--- config.mk ---
export PLATFORM = sky130hd
export DESIGN_NAME = uart_rx_deframe
export DESIGN_NICKNAME = d
export VERILOG_FILES = /design/src/rtl/uart_rx_deframe.sv
export SDC_FILE = /design/constraint.sdc
export NUM_CORES = 1
export LEC_CHECK = 0
export BUFFER_PORTS_ARGS = -buffer_cell sky130_fd_sc_hd__buf_2
export CAP_MARGIN = 20
export CORE_MARGIN = 2
export CORE_UTILIZATION = 40
export CTS_CLUSTER_DIAMETER = 200
export DETAILED_ROUTE_END_ITERATION = 8
export RECOVER_POWER = 25
export SLEW_MARGIN = 20
export SYNTH_ARGS = -nofsm -noshare
export SYNTH_HDL_FRONTEND = slang
export SYNTH_SLANG_ARGS = --single-unit
--- constraint.sdc ---
create_clock -name clk -period 2.1 [get_ports clk]
set_clock_uncertainty 0.2 [all_clocks]
set_input_delay 0.21 -clock clk [delete_from_list [all_inputs] [get_ports clk]]
set_output_delay 0.21 -clock clk [all_outputs]
set_load 0.03 [all_outputs]
--- src/rtl/uart_rx_deframe.sv ---
// uart_rx_deframe: UART receive deframer.
// Finds the start bit on the filtered line, samples each bit at mid-cell on
// the oversampling tick, checks the stop bit and presents each character on
// a valid/ready port. Framing, parity and overrun are one-clk pulses.
// Optional feature macro: UART_RX_PARITY_EN adds a parity cell after the
// data bits and makes parity_err live. Without it, parity_err is tied low.
module uart_rx_deframe #(
  parameter int OVERSAMPLE = 16,
  parameter int DATA_BITS  = 8,
  parameter int PARITY_ODD = 0
) (
  input  logic                 clk,
  input  logic                 rst,
  input  logic                 samp_clk,
  input  logic                 rx_in,
  output logic [DATA_BITS-1:0] data,
  output logic                 valid,
  input  logic                 ready,
  output logic                 busy,
  output logic                 frame_err,
  output logic                 parity_err,
  output logic                 overrun
);

  localparam int TW = $clog2(OVERSAMPLE);
  localparam int BW = $clog2(DATA_BITS + 1);
  // Tick counter value seen on the tick that lands at mid start bit
  localparam logic [TW-1:0] TICK_HALF = TW'(OVERSAMPLE / 2 - 1);
  // Tick counter value seen on the tick that lands one cell later
  localparam logic [TW-1:0] TICK_LAST = TW'(OVERSAMPLE - 1);
  localparam logic [BW-1:0] BIT_LAST  = BW'(DATA_BITS - 1);

  typedef enum logic [2:0] {
    S_IDLE,
    S_START,
    S_DATA,
`ifdef UART_RX_PARITY_EN
    S_PARITY,
`endif
    S_STOP,
    S_WAIT_HIGH
  } state_t;

  state_t               state_q, state_d;
  logic [TW-1:0]        tick_q, tick_d;
  logic [BW-1:0]        bit_q, bit_d;
  logic [DATA_BITS-1:0] shift_q, shift_d;
  // Stop-sample outcomes, registered so outputs appear one clk later
  logic                 load_q, load_d;
  logic                 ferr_q, ferr_d;
`ifdef UART_RX_PARITY_EN
  logic                 par_bad_q, par_bad_d;
  logic                 perr_q, perr_d;
`endif

  assign busy = (state_q != S_IDLE);

  // State, counters, shift register and stop-sample outcome registers
  always_ff @(posedge clk) begin
    if (rst) begin
      state_q <= S_IDLE;
      tick_q  <= '0;
      bit_q   <= '0;
      shift_q <= '0;
      load_q  <= 1'b0;
      ferr_q  <= 1'b0;
`ifdef UART_RX_PARITY_EN
      par_bad_q <= 1'b0;
      perr_q    <= 1'b0;
`endif
    end else begin
      state_q <= state_d;
      tick_q  <= tick_d;
      bit_q   <= bit_d;
      shift_q <= shift_d;
      load_q  <= load_d;
      ferr_q  <= ferr_d;
`ifdef UART_RX_PARITY_EN
      par_bad_q <= par_bad_d;
      perr_q    <= perr_d;
`endif
    end
  end

  // Next-state logic; everything advances only on samp_clk ticks
  always_comb begin
    state_d = state_q;
    tick_d  = tick_q;
    bit_d   = bit_q;
    shift_d = shift_q;
    load_d  = 1'b0;
    ferr_d  = 1'b0;
`ifdef UART_RX_PARITY_EN
    par_bad_d = par_bad_q;
    perr_d    = 1'b0;
`endif
    if (samp_clk) begin
      case (state_q)
        S_IDLE: begin
          if (!rx_in) begin
            // This tick is tick 0 of the frame
            state_d = S_START;
            tick_d  = '0;
            bit_d   = '0;
`ifdef UART_RX_PARITY_EN
            par_bad_d = 1'b0;
`endif
          end
        end
        S_START: begin
          if (tick_q == TICK_HALF) begin
            tick_d  = '0;
            state_d = rx_in ? S_IDLE : S_DATA;
          end else begin
            tick_d = tick_q + TW'(1);
          end
        end
        S_DATA: begin
          if (tick_q == TICK_LAST) begin
            tick_d  = '0;
            shift_d = {rx_in, shift_q[DATA_BITS-1:1]};
            bit_d   = bit_q + BW'(1);
            if (bit_q == BIT_LAST) begin
`ifdef UART_RX_PARITY_EN
              state_d = S_PARITY;
`else
              state_d = S_STOP;
`endif
            end
          end else begin
            tick_d = tick_q + TW'(1);
          end
        end
`ifdef UART_RX_PARITY_EN
        S_PARITY: begin
          if (tick_q == TICK_LAST) begin
            tick_d    = '0;
            par_bad_d = ((^shift_q) ^ (PARITY_ODD != 0)) != rx_in;
            state_d   = S_STOP;
          end else begin
            tick_d = tick_q + TW'(1);
          end
        end
`endif
        S_STOP: begin
          if (tick_q == TICK_LAST) begin
            tick_d = '0;
            if (rx_in) begin
              state_d = S_IDLE;
`ifdef UART_RX_PARITY_EN
              perr_d = par_bad_q;
              load_d = !par_bad_q;
`else
              load_d = 1'b1;
`endif
            end else begin
              // Framing error wins; parity is not reported
              ferr_d  = 1'b1;
              state_d = S_WAIT_HIGH;
            end
          end else begin
            tick_d = tick_q + TW'(1);
          end
        end
        S_WAIT_HIGH: begin
          if (rx_in) state_d = S_IDLE;
        end
        default: state_d = S_IDLE;
      endcase
    end
  end

  // Output port. A character transfers on any clk where valid && ready.
  // valid stays high until consumed; data is stable while valid is high.
  // A new character loads when the port is empty or being consumed in the
  // same clk; otherwise it is dropped and overrun pulses.
  always_ff @(posedge clk) begin
    if (rst) begin
      data      <= '0;
      valid     <= 1'b0;
      frame_err <= 1'b0;
      overrun   <= 1'b0;
`ifdef UART_RX_PARITY_EN
      parity_err <= 1'b0;
`endif
    end else begin
      frame_err <= ferr_q;
      overrun   <= 1'b0;
`ifdef UART_RX_PARITY_EN
      parity_err <= perr_q;
`endif
      if (load_q) begin
        if (!valid || ready) begin
          data  <= shift_q;
          valid <= 1'b1;
        end else begin
          overrun <= 1'b1;
        end
      end else if (valid && ready) begin
        valid <= 1'b0;
      end
    end
  end

`ifndef UART_RX_PARITY_EN
  assign parity_err = 1'b0;
`endif

endmodule

==> run_results.csv <==
group,metric,value,unit
place,pre_cts_ws,0.311,ns
die,start_util,0.411,
logic_synthesis,yosysMostFrequentCell,"dfxtp_1",
grt,antenna_found_initial,0,
logic_synthesis,ys_seq_area_frac,0.471,
timing,holdWs,0.0284,ns
logic_synthesis,postSynthCellCount,144,
critical_path,worst-path-max-fanout,7,
logic_synthesis,yosysWarnings,0,
logic_synthesis,synth-xor-area-share,0.0193,
run,maxCapViolCount,0,
place,place_congestion,0.815,
cts,numCtsBuffers,5,
route,viasPerCell,4.98,
finish,antenna_cells,0,
hold_path,hold_path_class,"in2reg",
die,io_pins,18,
hold_path,hold_path_depth,3,
power_and_ir_drop,p_per_area,715,nW/um^2
logic_synthesis,synth_top_family_by_area,"simple AND/OR/NAND/NOR gates",
logic_synthesis,synth_compound_area_frac,0.100,
cts,post_cts_resized,0,
logic_synthesis,yosysUniqueCellTypes,36,
logic_synthesis,synth_mux_area_frac,0.147,
logic_synthesis,synthesis.nets,151,
cts,clk_pin_slew,0.10,ns
critical_path,crit_required,2.12,ns
cts,postCtsSetupBuffers,0,
logic_synthesis,post_synth_fa_ha_maj_area_fraction,0.0184,
timing,relSlewSlack,0.646,
logic_synthesis,ys.flop_type,"dfxtp_1",
logic_synthesis,synth_commonest_cells,"dfxtp_1 (32), nor2_1 (28), mux2i_1 (20)",
route,vias,1050,
timing,worstMarginPinSlew,0.530,ns
critical_path,start_kind,"register",
hold_path,whs_endpoint,"state_q[0]",
finish,fillCellCount,346,
grt,overflow,0,
place,hpwl,1.72,mm
power_and_ir_drop,ir_drop,0.320,mV
route,first_pass_iters,4,
critical_path,worstPathArrival,1.82,ns
grt,grt_pass1_vias,950,
cts,cts_num_sinks,32,
critical_path,rrSetupSlack,0.30,ns
cts,cts_hold_buf,3,
cts,insertion_delay,0.33,ns
critical_path,cp-end-kind,"register",
logic_synthesis,async_reset_ff_frac,0,
timing,fin_crit_sh,0.856,
place,portBuffers,16,
timing,fin_ws,0.303,ns
timing,finalHoldViolCount,0,
critical_path,r2r_cells,5,
finish,fin_nets,171,
logic_synthesis,synth_edf_count,0,
timing,finalSetupViolations,0,
finish,drive_gt1_frac,0.103,
finish,seq_area,641,sq um
timing,final_max_slew_viol_count,0,
timing,grt_setup_unrepaired,"false",
finish,multi_input_area,667,sq um
die,die_area,3890,sq um
power_and_ir_drop,p_leak,0.000656,uW
route,drt_wl_total,2.48,mm
logic_synthesis,yosys.area.top_type,"dfxtp_1",
cts,cts_buffer_depth,2,
status,outcome,"finished, final reports clean",
logic_synthesis,yosys.area_share.simple,0.202,
logic_synthesis,avgSynthCellArea,9.45,sq um
route,antenna_left,0,
cts,cts-root-buf,"clkbuf_4",
die,die_y,62.3,um
power_and_ir_drop,power.total,1120,uW
die,core-area,3310,sq um
logic_synthesis,synthTopCellsByArea,"dfxtp_1 (47%), mux2i_1 (15%), nor2_1 (7.7%)",
timing,setup_tns,0,ns
logic_synthesis,ys_ff_latch,32,
timing,fmax,556,MHz
finish,synthToLayoutAreaGrowth,14.8,%
critical_path,r2r_start,"tick_q[0]",
die,rows,21,
cts,htreeDepth,2,
hold_path,hold_path.startpoint,"samp_clk",
grt,grt_max_degree,22,
die,fp.dieW,62.3,um
cts,cts_tree,"yes",
logic_synthesis,yosysTopAreaCellShare,0.471,
critical_path,worstReg2RegEnd,"bit_q[1]",
route,first_iter_violations,28,
grt,grtUsageTotal,0.141,
route,drc,0,
grt,grt_pass1_wl,4.22,mm
timing,period_minus_slack,1.80,ns
critical_path,crit_type,"reg2reg",
logic_synthesis,syn_area,1360,sq um
route,wl_per_cell,11.8,um
==> per-stage QoR <==
step | instances | cell area [sq um] | utilization
after floorplan | 144 | 1360 | -
after global placement | 200 | 1470 | 0.444
after detailed placement | 200 | 1470 | 0.444
after CTS | 211 | 1580 | 0.477
after global routing | 211 | 1560 | 0.472
final | 211 | 1560 | 0.472
==> where the power goes <==
group | internal (uW) | total [uW] | switching, uW
Clock | 249 | 452 | 203
Sequential | 609 | 612 | 3.88
Combinational | 18.6 | 52.3 | 33.7
Total | 877 | 1120 | 241
==> area by class of cell <==
type,instances,area share
Multi-Input combinational cell,101,0.427
Clock buffer,6,0.0264
Timing Repair Buffer,21,0.0705
Tap cell,46,0.0368
Clock inverter,2,0.0224
Inverter,3,0.00721
Sequential cell,32,0.410
==> registers in the layout (all words and copies together), names as in the netlist <==
register	flops
load_q	1
tick_q	4
overrun	1
bit_q	4
state_q	3
shift_q	8
ferr_q	1
data	8
valid	1
frame_err	1
==> logic make-up (layout without fill, tap and decap cells) <==
logic type | after synthesis | in the layout
adder cells (fa/ha/maj) | 2 | 2
AND/OR/NAND/NOR | 55 | 55
buffers and inverters | 11 | 32
flip-flops | 32 | 32
AO/OA/AOI/OAI | 20 | 20
other | 1 | 1
XOR/XNOR | 3 | 3
multiplexers | 20 | 20
==> critical path: stages (launching register included) <==
cell	delay (ns)
dfxtp_1	0.34
ha_1	0.28
and4_2	0.30
o21ai_0	0.29
mux2i_1	0.23
nor2_1	0.05
==> routing by layer <==
metal  vias up  GRT usage  wire length, um
met3         6     0.0707              121
met4         0     0.0667               51
met5         -          0                0
li1        543          -                -
met2        23      0.216             1130
met1       478      0.164             1180
==> worst max path at each step <==
| stage | cells past startpoint | from | end |
|---|---|---|---|
| after floorplan | 5 | tick_q[0] | bit_q[1] |
| final | 5 | tick_q[0] | bit_q[1] |
| after global placement | 5 | tick_q[0] | bit_q[1] |
| after global routing | 4 | state_q[0] | bit_q[0] |
| after detailed placement | 5 | tick_q[0] | bit_q[1] |
| after CTS | 5 | tick_q[0] | bit_q[1] |
==> cell usage in the layout, fill, tap and decap left out, drive strengths merged, types with 2 or more instances in the layout <==
cell and instances:
a21o 2, a21oi 5, and3 3, buf 7
clkbuf 17, dfxtp 32, dlygate4sd3 3, ha 2
inv 3, mux2i 20, nand2 5, nand2b 2
nand3 2, nand4 2, nor2 28, nor2b 2
nor3b 4, nor4b 2, o211ai 2, o21ai 4
xor2 2
No activity file was read; power rests on OpenSTA's default activity.
